`src/rtl/pc_next_irq_unit.sv`:
```
// Next-PC unit for the MIPS32 ID stage with an integrated vectored interrupt controller.
// Build with WTG_IRQ_NEST_EN defined for a NEST_DEPTH-deep EPC stack with priority preemption.
module pc_next_irq_unit #(
  parameter int unsigned NUM_IRQ    = 3,
  parameter logic [31:0] VEC_BASE   = 32'h3464,
  parameter logic [31:0] VEC_STRIDE = 32'h9c,
  parameter int unsigned NEST_DEPTH = 2
) (
  input  logic               clk,
  input  logic               rst,
  input  logic [3:0]         op,
  input  logic               valid,
  input  logic               stall,
  input  logic [31:0]        off32,
  input  logic [25:0]        imm26,
  input  logic [31:0]        data_x,
  input  logic [31:0]        data_y,
  input  logic [31:0]        pc_4,
  input  logic [NUM_IRQ-1:0] irq,
  input  logic [NUM_IRQ-1:0] irq_mask,
  output logic [31:0]        pc_new,
  output logic               branched,
  output logic               jumped,
  output logic               is_branch,
  output logic               irq_taken,
  output logic [2:0]         irq_id,
  output logic [31:0]        epc,
  output logic               in_isr
);

`ifdef WTG_IRQ_NEST_EN
  localparam int unsigned STACK_DEPTH = NEST_DEPTH;
`else
  localparam int unsigned STACK_DEPTH = 1;
`endif
  localparam int unsigned SPW = $clog2(STACK_DEPTH + 1);

  localparam logic [3:0] OP_J32  = 4'd1;
  localparam logic [3:0] OP_J26  = 4'd2;
  localparam logic [3:0] OP_BEQ  = 4'd3;
  localparam logic [3:0] OP_BNE  = 4'd4;
  localparam logic [3:0] OP_BLEZ = 4'd5;
  localparam logic [3:0] OP_BGTZ = 4'd6;
  localparam logic [3:0] OP_BLTZ = 4'd7;
  localparam logic [3:0] OP_BGEZ = 4'd8;
  localparam logic [3:0] OP_RET  = 4'd9;

  typedef enum logic {ST_IDLE = 1'b0, ST_ISR = 1'b1} state_t;

  // Reject configurations the 3-bit irq_id or the EPC stack cannot represent.
  if (NUM_IRQ == 0 || NUM_IRQ > 8 || NEST_DEPTH == 0) begin : g_cfg_check
    $error("pc_next_irq_unit: NUM_IRQ must be 1..8 and NEST_DEPTH at least 1");
  end

  state_t             state_q;
  logic [NUM_IRQ-1:0] pending_q;
  logic [NUM_IRQ-1:0] irq_prev_q;
  logic [NUM_IRQ-1:0] in_service_q;
  logic [31:0]        epc_stack_q [STACK_DEPTH];
  logic [2:0]         id_stack_q  [STACK_DEPTH];
  logic [SPW-1:0]     sp_q;
  logic [31:0]        epc_q;

  logic [31:0]        j_addr;
  logic [31:0]        b_addr;
  logic [31:0]        redirect;
  logic [31:0]        vec_addr;
  logic               op_seq;
  logic               br_taken;
  logic               cand_valid;
  logic [2:0]         cand_idx;
  logic               can_take;
  logic               do_ret;
  logic [2:0]         top_id;
  logic [31:0]        epc_below;
  logic [NUM_IRQ-1:0] take_mask;
  logic [NUM_IRQ-1:0] ret_mask;

  // Redirect target and flags from the op decode
  always_comb begin
    j_addr   = {pc_4[31:28], imm26, 2'b00};
    b_addr   = pc_4 + {off32[29:0], 2'b00};
    redirect = pc_4;
    op_seq   = 1'b0;
    br_taken = 1'b0;
    jumped   = 1'b0;
    case (op)
      OP_J32: begin
        jumped   = 1'b1;
        redirect = data_x;
      end
      OP_J26: begin
        jumped   = 1'b1;
        redirect = j_addr;
      end
      OP_BEQ:  br_taken = (data_x == data_y);
      OP_BNE:  br_taken = (data_x != data_y);
      OP_BLEZ: br_taken = ($signed(data_x) <= 32'sd0);
      OP_BGTZ: br_taken = ($signed(data_x) > 32'sd0);
      OP_BLTZ: br_taken = data_x[31];
      OP_BGEZ: br_taken = ~data_x[31];
      OP_RET:  redirect = epc_q;
      default: op_seq   = 1'b1;
    endcase
    if (br_taken) redirect = b_addr;
    is_branch = (op >= OP_BEQ) && (op <= OP_BGEZ);
    branched  = br_taken;
  end

  // Lowest-index enabled pending line wins
  always_comb begin
    cand_valid = 1'b0;
    cand_idx   = 3'd0;
    for (int i = int'(NUM_IRQ) - 1; i >= 0; i--) begin
      if (pending_q[i] && irq_mask[i]) begin
        cand_valid = 1'b1;
        cand_idx   = 3'(i);
      end
    end
  end

  // Top-of-stack line and the return address that becomes visible after a pop
  always_comb begin
    top_id    = 3'd0;
    epc_below = epc_q;
    for (int k = 0; k < int'(STACK_DEPTH); k++) begin
      if (int'(sp_q) == k + 1) top_id = id_stack_q[k];
      if (int'(sp_q) == k + 2) epc_below = epc_stack_q[k];
    end
  end

`ifdef WTG_IRQ_NEST_EN
  logic higher_busy;
  logic stack_full;

  // Preemption needs every in-service line to be strictly lower priority
  always_comb begin
    higher_busy = 1'b0;
    for (int i = 0; i < int'(NUM_IRQ); i++) begin
      if (in_service_q[i] && (3'(i) <= cand_idx)) higher_busy = 1'b1;
    end
  end

  assign stack_full = (int'(sp_q) == int'(STACK_DEPTH));
  assign can_take   = (state_q == ST_IDLE) || (!stack_full && !higher_busy);
`else
  assign can_take   = (state_q == ST_IDLE);
`endif

  assign irq_taken = valid && !stall && op_seq && cand_valid && can_take;
  assign irq_id    = irq_taken ? cand_idx : 3'd0;
  assign vec_addr  = VEC_BASE + 32'(cand_idx) * VEC_STRIDE;
  assign pc_new    = irq_taken ? vec_addr : redirect;
  assign do_ret    = valid && !stall && (op == OP_RET) && (state_q == ST_ISR);

  always_comb begin
    take_mask = '0;
    ret_mask  = '0;
    for (int i = 0; i < int'(NUM_IRQ); i++) begin
      take_mask[i] = irq_taken && (cand_idx == 3'(i));
      ret_mask[i]  = do_ret && (top_id == 3'(i));
    end
  end

  // Pending capture runs through stalls; everything else moves only on accept or return
  always_ff @(posedge clk) begin
    if (rst) begin
      state_q      <= ST_IDLE;
      pending_q    <= '0;
      irq_prev_q   <= '0;
      in_service_q <= '0;
      sp_q         <= '0;
      epc_q        <= 32'd0;
      for (int k = 0; k < int'(STACK_DEPTH); k++) begin
        epc_stack_q[k] <= 32'd0;
        id_stack_q[k]  <= 3'd0;
      end
    end else begin
      pending_q    <= (pending_q & ~take_mask) | (irq & ~irq_prev_q);
      irq_prev_q   <= irq;
      in_service_q <= (in_service_q | take_mask) & ~ret_mask;
      if (irq_taken) begin
        for (int k = 0; k < int'(STACK_DEPTH); k++) begin
          if (int'(sp_q) == k) begin
            epc_stack_q[k] <= pc_4;
            id_stack_q[k]  <= cand_idx;
          end
        end
        sp_q    <= sp_q + SPW'(1);
        epc_q   <= pc_4;
        state_q <= ST_ISR;
      end else if (do_ret) begin
        sp_q  <= sp_q - SPW'(1);
        epc_q <= epc_below;
        if (sp_q == SPW'(1)) state_q <= ST_IDLE;
      end
    end
  end

  assign epc    = epc_q;
  assign in_isr = (state_q == ST_ISR);

endmodule

```
`config.mk`:
```
export PLATFORM = sky130hd
export DESIGN_NAME = pc_next_irq_unit
export DESIGN_NICKNAME = d
export VERILOG_FILES = /design/src/rtl/pc_next_irq_unit.sv
export SDC_FILE = /design/constraint.sdc
export NUM_CORES = 1
export LEC_CHECK = 0
export ABC_AREA = 1
export CORE_ASPECT_RATIO = 0.7
export CORE_MARGIN = 4
export CORE_UTILIZATION = 38
export CTS_BUF_LIST = sky130_fd_sc_hd__clkbuf_4 sky130_fd_sc_hd__clkbuf_8
export DETAILED_ROUTE_END_ITERATION = 16
export GPL_TIMING_DRIVEN = 0
export PLACE_DENSITY = 0.84
export SYNTH_ARGS = -nofsm -noshare
export SYNTH_HDL_FRONTEND = slang
export SYNTH_SLANG_ARGS = --single-unit
```
`constraint.sdc`:
```
create_clock -name clk -period 4.55 [get_ports clk]
set_input_delay 1.365 -clock clk [delete_from_list [all_inputs] [get_ports clk]]
set_output_delay 1.365 -clock clk [all_outputs]
set_load 0.1 [all_outputs]
```
### After elaboration in Yosys (flattened, before gate mapping)

Index checks and enable logic that the tools add are counted.
Widths: inputs -> output; s select.

| storage, ports and cells | value |
|---|---|
| register bits | 40 |
| input bits | 168 |
| output and inout bits | 72 |
| logic and storage cells | 72 |

| cells by class | value |
|---|---|
| $add $sub $neg | 4 |
| $mul | 1 |
| magnitude comparators | 4 |
| eq/ne operators | 13 |
| mux-type cells | 18 |
| bitwise operators | 7 |
| reduce and logical (&&, ||, !) cells | 20 |

Operators by type and width:

| operator | number |
|---|---|
| $pmux 32 s3 | 1 |
| $mux 32 | 2 |
| $add 32x32->32 | 1 |
| $eq 32x32->1 | 1 |
| $gt 32x1->1 const B | 1 |
| $le 32x1->1 const B | 1 |
| $ne 32x32->1 | 1 |
| $eq 4x3->1 const B | 4 |
| $add 14x11->15 const A | 1 |
| $logic_and 1x1->1 | 13 |
| $mux 1 | 10 |
| $mul 3x6->9 const B | 1 |
| $mux 3 | 3 |
| $reduce_or 9->1 | 1 |
| $eq 4x2->1 const B | 2 |
| $eq 4x4->1 const B | 2 |
| $and 3x3->3 | 2 |
| $not 3->3 | 2 |
| $pmux 1 s6 | 1 |
| $eq 4x1->1 const B | 1 |
| $ge 4x2->1 const B | 1 |
| $le 4x4->1 const B | 1 |
| $reduce_bool 2->1 | 2 |
| $eq 3x1->1 const B | 1 |
| 10 further kinds | 11 |

### Logic depth before layout (Yosys ltp)

Gate-level depths: netlist (run 1).

| depth | value |
|---|---|
| word-level depth | 10 |
| mapped depth | 15 |
| mapped depth without buffers | 14 |

### Least setup slack after synthesis (run 1)

OpenSTA, ideal clock, no wires.

| timing path | value |
|---|---|
| path type | input -> output |
| from | input op[0] |
| to | output pc_new[3] |
| arrival | 5006 ps |
| data required time | 3185 ps |
| setup slack | -1821 ps |
| stages on the path | 10 |
| buffers on the path | 1 |
| cell sequence | inv_1 nor2_2 nand2_2 nand2_1 nor3_1 nand2_1 buf_2 nor2_1 o21ai_0 nand2_1 |

| between the ends | value |
|---|---|
| cells in the longest elaborated chain, start to end | 7 |
| elaborated cells between the ends (all ways) | 18 |
| those cells by class | eq/ne: 9; mux: 5; reduce/logical: 4 |

Ends and longest elaborated chain:

| what | RTL line | text |
|---|---|---|
| start, declared | 11 | `input logic [3:0] op,` |
| $eq 4x4->1 (tied with other cells) | 87 | `case (op)` |
| $reduce_or 9->1 (no source line) | -- |  |
| $mux 1 | 87 |  |
| $logic_and 1x1->1 (3 in a row) | 150 | `assign irq_taken = valid && !stall && op_seq && cand_valid && can_take;` |
| $mux 32 (*) | 153 | `assign pc_new = irq_taken ? vec_addr : redirect;` |
| end, declared | 21 | `output logic [31:0] pc_new,` |

Every way passes the cells marked *; elsewhere a longest branch is shown, timed or not.

### Worst setup path after layout (run 1)

| timing path | value |
|---|---|
| from | input pc_4[19] |
| to | output pc_new[22] |

| between the ends | value |
|---|---|
| cells in the longest elaborated chain, start to end | 3 |

Ends and longest elaborated chain:

| what | RTL line | text |
|---|---|---|
| start, declared | 18 | `input logic [31:0] pc_4,` |
| $add 32x32->32 | 82 | `b_addr = pc_4 + {off32[29:0], 2'b00};` |
| $mux 32 | 105 | `if (br_taken) redirect = b_addr;` |
| $mux 32 | 153 |  |

No other way between the ends.

==> results.md, run 1 <==
- Hold_sp: epc[7]$_SDFFE_PP0P_
- Post-Synthesis Cells: 923
- Worst setup EP type: primary output
- # diodes: 0
- Fin nets: 1482
- Chip width: 148 um
- Detailed Route Iter0 Violations: 1357
- Ys Warns: 0
- Pwr dens: 246 nW/um2
- Worst Path Buf+Inv: 3
- Max-slew violation count: 0
- Floorplan row count: 35
- Port bufs: 235
- Vias in the first global route: 8061
- IO Pins: 240
- Fmax: 208 MHz
- Post-Place Worst Slack: -1.77 ns
- Synth top area share: 0.216
- Setup violations, final: 34
- Commonest non-fill, non-tap cell in the layout: nand2_1
- Register area share after synthesis: 0.154
- Hold path endpoint: epc[7]$_SDFFE_PP0P_
- Status: finished with violations
- Global-route wire length before repair: 44.9 mm
- Worst R2R Path Depth: 9
- Arrival time at the worst endpoint: 3.45 ns
- Syn Std Cell Area: 5180 um2
- Area delta synth->final: 121%
- Initial antenna violation count: 0
- TritonRoute pass-1 iters: 12
- CTS tree: done
- Final worst setup slack: -0.262 ns
- Cells along the critical path: buf_6 -> ha_4 -> nand4_1 -> buf_4 -> nor2_4 -> nand4_1 -> nand3_2 -> xnor2_2 -> a21oi_4 -> buf_12
- Synth area leader: nand2_1
- Startpoint types: input port
- CTS buffer count: 5
- # hold bufs at CTS: 0
- Critical path's slowest cell: ha_4
- Placer Congestion: 1.01
- Critical Path Max Stage Delay: 0.33 ns
- Capture point of the worst reg-to-reg path: epc[15]$_SDFFE_PP0P_
- Largest net degree at the start of global routing: 13
- Non-Filler Instances: 1463
- Most frequent CP cell: nand4_1
- Max-cap violations: 0
- Fin crit share: 1.06
- DRC: 0
- Distinct cells, synth: 37
- Reg2reg start: pending_q[1]$_SDFF_PP0_
- Total gr overflow: 0
- Via count: 9466
- Clock root cell: clkbuf_8
- Clk buf depth: 2
- Sink Count: 40
- Hold Path Class: reg2reg
- Setup slack, reg-to-reg: 2.60 ns
- CP Max Fanout: 5
- Failing checks: setup timing
- Max IR drop VDD: 188 uV
- Via/cell ratio: 6.47
- Final antenna-violating net count: 0
- Tightest Pin Transition: 1.06 ns
- Critical Path RT: 3.18 ns
- Area contributors post-synth: nand2_1 22%, dfxtp_1 15%, nor2_1 12%
- Die area: 15600 um2
- Placeable Area: 13300 um2
- Endpoints failing hold: 0
- Min Hold Slack: 0.516 ns
- Hold Path Depth: 2
- Period minus WS final: 4.81 ns
- Crit path kind: in2out
- Post-Place Cells: 1343
- Rel. slew slack: 0.294
- Setup Skew: 0.00383 ns
- Layout cell share with drive strength beyond 1: 0.537
- Dpl hpwl: 21.5 mm
- Initial core utilization: 0.391
- DIE HEIGHT: 106 um
- H-tree lvl count: 2
- Crit-path leading delay family: simple AND/OR/NAND/NOR gates
- Insertion delay to the later sink of the worst-skew pair: 0.32 ns
- Synth Register Bits: 40
- Pleak: 4.88 nW
- Commonest cells after routing, fill and taps aside: 197 x nand2_1, 114 x buf_4, 93 x nor2_1
- Reg clk slew, reported paths: 0.10 ns
- Syn avg cell area: 5.62 um2
- Syn Nets: 1128
- WL per Instance: 26.4 um
- RSZ-0062 raised after global routing: yes
- WL final: 38.7 mm
- Gr usage total: 0.366
- Final core occ: 0.865
-- metrics by stage --
step / setup TNS [ns] / instance area [um2] / power (W)
detailed placement: -55.49 / 8120 / 0.00176
CTS: -0.156 / 10100 / 0.00243
global route: -4.28 / 11500 / 0.00287
finish: -3.32 / 11500 / 0.00282
global placement: -54.47 / 8120 / 0.00176
floorplan: -0.171 / 5530 / 0.00133
-- Yosys cell counts, drive strengths merged --
library cell,count
nand3b,3
a22o,2
xor2,9
a21oi,63
clkinv,1
a221oi,11
o2111ai,5
nand4,17
dfxtp,40
a31oi,3
a21boi,1
o211ai,1
o21bai,5
or2,1
o21a,2
clkbuf,13
ha,36
xnor2,39
nand2,301
o21ai,68
conb,1
fa,1
nor3,13
inv,61
buf,17
nor2,176
nand3,33
-- worst reg2reg max path, stage by stage (launching register included) --
cell and delay [ns]:
dfxtp_1 0.34, nand2_1 0.13, nand2_2 0.11, a21oi_2 0.16
nor3_2 0.07, nand2_2 0.12, buf_4 0.14, clkbuf_1 0.48
o21ai_0 0.21, nor2_1 0.14
-- where the power goes --
part           switching [W]  internal (W)
clock               0.000172      0.000170
sequential         0.0000152      0.000366
combinational        0.00130      0.000797
-- registers in the layout, indices dropped and copies added (netlist names) --
signal      count
sp_q            1
pending_q       3
in_isr          1
irq_prev_q      3
epc            32
-- area by class of cell --
type | instances | area [um2]
multi-input cells | 791 | 6410
repair buffers | 347 | 3340
fillers | 657 | 1790
flip-flops and latches | 40 | 801
plain buffers | 30 | 322
inverters | 62 | 263
well taps | 185 | 231
clock buffers | 6 | 76.3
clock inverters | 2 | 35.0
-- how the worst max path moves through the flow --
stage / from / cells past startpoint / to
final: pc_4[19] / 10 / pc_new[22]
after global routing: off32[17] / 10 / pc_new[22]
after CTS: off32[28] / 12 / pc_new[31]
after detailed placement: pc_4[14] / 11 / pc_new[31]
after global placement: pc_4[14] / 11 / pc_new[31]
after floorplan: op[0] / 10 / pc_new[3]
-- kinds of logic after synthesis --
logic type / after synthesis / share of synthesized area
and+or+nand+nor: 544 / 0.424
AOI/OAI and AO/OA: 161 / 0.174
buffers and inverters: 92 / 0.0755
xor gates and xnor gates: 48 / 0.0811
DFF: 40 / 0.154
adders and majority gates: 37 / 0.0908
other: 1 / 0.000723
-- timing repair --
item / in CTS / in global routing
pin swaps: 159 / 185
cloned: 2 / 2
setup endpoints to repair: 38 / 36
gates resized for setup: 980 / 414
buffers inserted: 67 / 43
-- routing by layer --
| metal | up-vias | global-route usage | routed length (um) |
|---|---|---|---|
| met1 | 4295 | 0.484 | 13100 |
| met3 | 383 | 0.0825 | 6220 |
| met2 | 1063 | 0.573 | 15700 |
| met5 | - | 0 | 0 |
| met4 | 0 | 0.153 | 3720 |
| li1 | 3725 | - | - |
Note: power is estimated with default switching activity, not from simulation.
==> inputs of run 2 (changes only) <==
--- a/config.mk
+++ b/config.mk
@@ -5,14 +5,14 @@
 export SDC_FILE = /design/constraint.sdc
 export NUM_CORES = 1
 export LEC_CHECK = 0
-export ABC_AREA = 1
 export CORE_ASPECT_RATIO = 0.7
 export CORE_MARGIN = 4
 export CORE_UTILIZATION = 38
 export CTS_BUF_LIST = sky130_fd_sc_hd__clkbuf_4 sky130_fd_sc_hd__clkbuf_8
 export DETAILED_ROUTE_END_ITERATION = 16
 export GPL_TIMING_DRIVEN = 0
-export PLACE_DENSITY = 0.84
+export HOLD_SLACK_MARGIN = 0.02
+export PLACE_DENSITY = 0.85
 export SYNTH_ARGS = -nofsm -noshare
 export SYNTH_HDL_FRONTEND = slang
 export SYNTH_SLANG_ARGS = --single-unit
==> run 2 against run 1 <==
Against the previous run: die area shrank 3.7%; the flow still finishes with violations (setup timing); sequential share of layout area increased by 0.87 points; design area shrank 11%; first-iteration DRC count is 40% lower.
==> results.md, run 2 <==
- Status: finished with violations
- Failing checks: setup timing
- Ys Warns: 0 (unchanged)
- Detailed Route Iter0 Violations: 808 (-40%)
- Max-slew violation count: 0 (unchanged)
- CTS buffer count: 5 (unchanged)
- Placeable Area: 12600 um2 (-4.8%)
- Fin nets: 1175 (-21%)
- Synth top area share: 0.161 (-0.0550)
- Port bufs: 235 (unchanged)
- DRC: 0 (unchanged)
- Synth async-reset ratio: 0 (unchanged)
- TritonRoute pass-1 iters: 8 (-4)
- Die area: 15000 um2 (-3.7%)
- Synth Register Bits: 40 (unchanged)
- Register area share after synthesis: 0.161 (+0.00633)
- Largest net degree at the start of global routing: 13 (unchanged)
- Global-route wire length before repair: 42.0 mm (-6.4%)
- Total gr overflow: 0 (unchanged)
- Worst setup EP type: primary output
- Sink Count: 40 (unchanged)
- Period minus WS final: 5.39 ns (+0.573 ns)
- Max-cap violations: 0 (unchanged)
- Tightest Pin Transition: 1.01 ns (-0.0456 ns)
- Syn Std Cell Area: 4980 um2 (-3.9%)
- Final worst setup slack: -0.835 ns (-0.573 ns)
- Placer Congestion: 0.925 (-8.5%)
- Distinct cells, synth: 70 (+89%)
- Syn avg cell area: 7.29 um2 (+30%)
- Filler cells: 754 (+15%)
- Clock power frac: 0.121 (about the same)
- Critical Path RT: 3.18 ns (about the same)
- Pwr dens: 234 nW/um2 (-4.8%)
- Insertion delay to the later sink of the worst-skew pair: 0.32 ns (about the same)
- Chip width: 145 um (-1.9%)
- Via/cell ratio: 6.47 (about the same)
- Startpoint types: input port
- Comb power frac: 0.725 (-0.019)
- Post-Synthesis Cells: 683 (-26%)
- Top_reg_cell synth: dfxtp_1
- Initial core utilization: 0.394 (+0.00347)
- Clock root cell: clkbuf_8
- Initial antenna violation count: 1 (+1)
- Final core occ: 0.808 (-0.0573)
- Post-Place Cells: 1080 (-20%)
- WL final: 29.6 mm (-23%)
- Sw Pwr: 0.00120 W (-19%)
- EDFF count, synth: 0 (unchanged)
- Hold Path Class: reg2reg
- Gr usage total: 0.364 (-0.00179)
- Vias in the first global route: 7292 (-9.5%)
- Max reg flops: 32 (unchanged)
- Internal: 0.00119 W (-11%)
- Net Sw Frac: 0.503 (-0.0252)
- Endpoints failing hold: 0 (unchanged)
- H-tree lvl count: 2 (unchanged)
- Area delta synth->final: 105%
- Syn Nets: 888 (-21%)
- Via count: 7332 (-23%)
- Reg clk slew, reported paths: 0.09 ns (about the same)
- Synth area leader: dfxtp_1
- CTS tree: done
- Crit path kind: in2out
- Rel. slew slack: 0.325 (+0.0305)
- CP Max Fanout: 7 (+2)
- Commonest cells in the netlist: 104 x nand2_1, 71 x a21oi_1, 56 x nor2_1, 42 x mux2i_1, 42 x xor2_1
- Most instantiated library cell after synthesis: nand2_1
- IO Pins: 240 (unchanged)
- Arrival time at the worst endpoint: 4.02 ns (+0.57 ns)
- Seq pwr share: 0.154 (+0.019)
- Area contributors post-synth: dfxtp_1 16%, ha_1 9.0%, mux2i_1 8.4%
- Clk buf depth: 2 (unchanged)
- Layout cell share with drive strength beyond 1: 0.408 (-0.129)
- Setup violations, final: 31 (-8.8%)
- Post-Place Worst Slack: -2.48 ns (-0.709 ns)
- Floorplan row count: 34 (-2.9%)
- Commonest cells after routing, fill and taps aside: 97 x nand2_1, 88 x clkdlybuf4s50_1, 54 x buf_4
- WL per Instance: 26.1 um (-1.2%)
- Max IR drop VDD: 175 uV (-6.9%)
- DIE HEIGHT: 104 um (-1.8%)
- RSZ-0062 raised after global routing: yes
- Commonest non-fill, non-tap cell in the layout: nand2_1
- Final antenna-violating net count: 0 (unchanged)
- Fmax: 186 MHz (-11%)
- Non-Filler Instances: 1134 (-22%)
- Dpl hpwl: 19.8 mm (-7.7%)
- Setup Skew: 0.00729 ns (+0.00346 ns)
- Fin crit share: 1.18 (+0.126)
- Pleak: 3.92 nW (-20%)
-- run 2: changes by cell type after synthesis, moves of 16 or more --
cell      change
a211oi_1     +16
inv_1        -47
mux2i_1      +42
nand2_1     -194
nand3_1      -20
nor2_1      -116
nor4_1       +19
o21ai_0      -28
xnor2_1      -22
xor2_1       +33
-- run 2: worst paths after layout --
check	start	end	slack, ns	depth (start not counted)
worst max-delay path	off32[11]	pc_new[28]	-0.84	11
worst min-delay path	epc[28]$_SDFFE_PP0P_	epc[28]$_SDFFE_PP0P_	0.49	2
worst max register to register	pending_q[1]$_SDFF_PP0_	epc[23]$_SDFFE_PP0P_	2.51	7
worst min register to register	epc[28]$_SDFFE_PP0P_	epc[28]$_SDFFE_PP0P_	0.49	2
-- run 2: power groups by stage --
stage	Clock (W)	Sequential, W	Combinational, W
global placement	0	0.000375	0.00130
CTS	0.000277	0.000367	0.00161
finish	0.000288	0.000369	0.00173
global route	0.000289	0.000369	0.00178
floorplan	0	0.000417	0.000868
detailed placement	0	0.000375	0.00131
-- run 2: critical path, stage by stage --
cell             delay [ns]
clkdlybuf4s50_1        0.51
ha_4                   0.24
a21oi_1                0.20
o21ai_1                0.16
a32oi_2                0.39
a211o_1                0.25
nand2_4                0.13
and4_4                 0.24
o31ai_4                0.25
a21oi_4                0.10
buf_12                 0.17
-- run 2: layer usage --
layer | global-route usage | vias up | wire, um
met1 | 0.465 | 3459 | 10900
met5 | 0 | - | 0
met3 | 0.110 | 155 | 4000
met2 | 0.552 | 663 | 12900
met4 | 0.181 | 0 | 1780
li1 | - | 3055 | -
-- run 2: final cells by class --
cell class / instances / area [um2] / share of cell area
antenna: 1 / 2.50 / 0.000245
buffer: 35 / 385 / 0.0378
clock buffer: 6 / 82.6 / 0.00809
clock inverter: 2 / 10.0 / 0.000981
inverter: 11 / 48.8 / 0.00478
multi-input combinational: 589 / 5660 / 0.555
sequential: 40 / 801 / 0.0785
tap: 162 / 203 / 0.0199
timing repair buffer: 288 / 3010 / 0.295
-- run 2: kinds of logic after synthesis --
kind of cell,synth area share
simple gates,0.231
mux,0.0867
fa+ha+maj,0.0945
buf+inv,0.0513
flops,0.161
xor+xnor,0.104
other cells,0.000753
compound gates,0.271
-- run 2: through the flow --
step	power, W	setup TNS (ns)	area [um2]	hold WS, ns
2_1_floorplan	0.00129	-15.46	5650	0.478
3_3_place_gp	0.00168	-74.95	8210	0.458
3_5_place_dp	0.00169	-75.70	8210	0.465
4_1_cts	0.00226	-14.43	9830	0.479
5_1_grt	0.00244	-20.79	10200	0.501
6_report	0.00239	-19.67	10200	0.488
-- run 2: repair_timing --
action	CTS	global route
gates resized for setup	878	65
pin swaps	97	32
cloned	6	0
hold buffers	0	0
endpoints found under the setup margin	38	37
buffers inserted	35	13
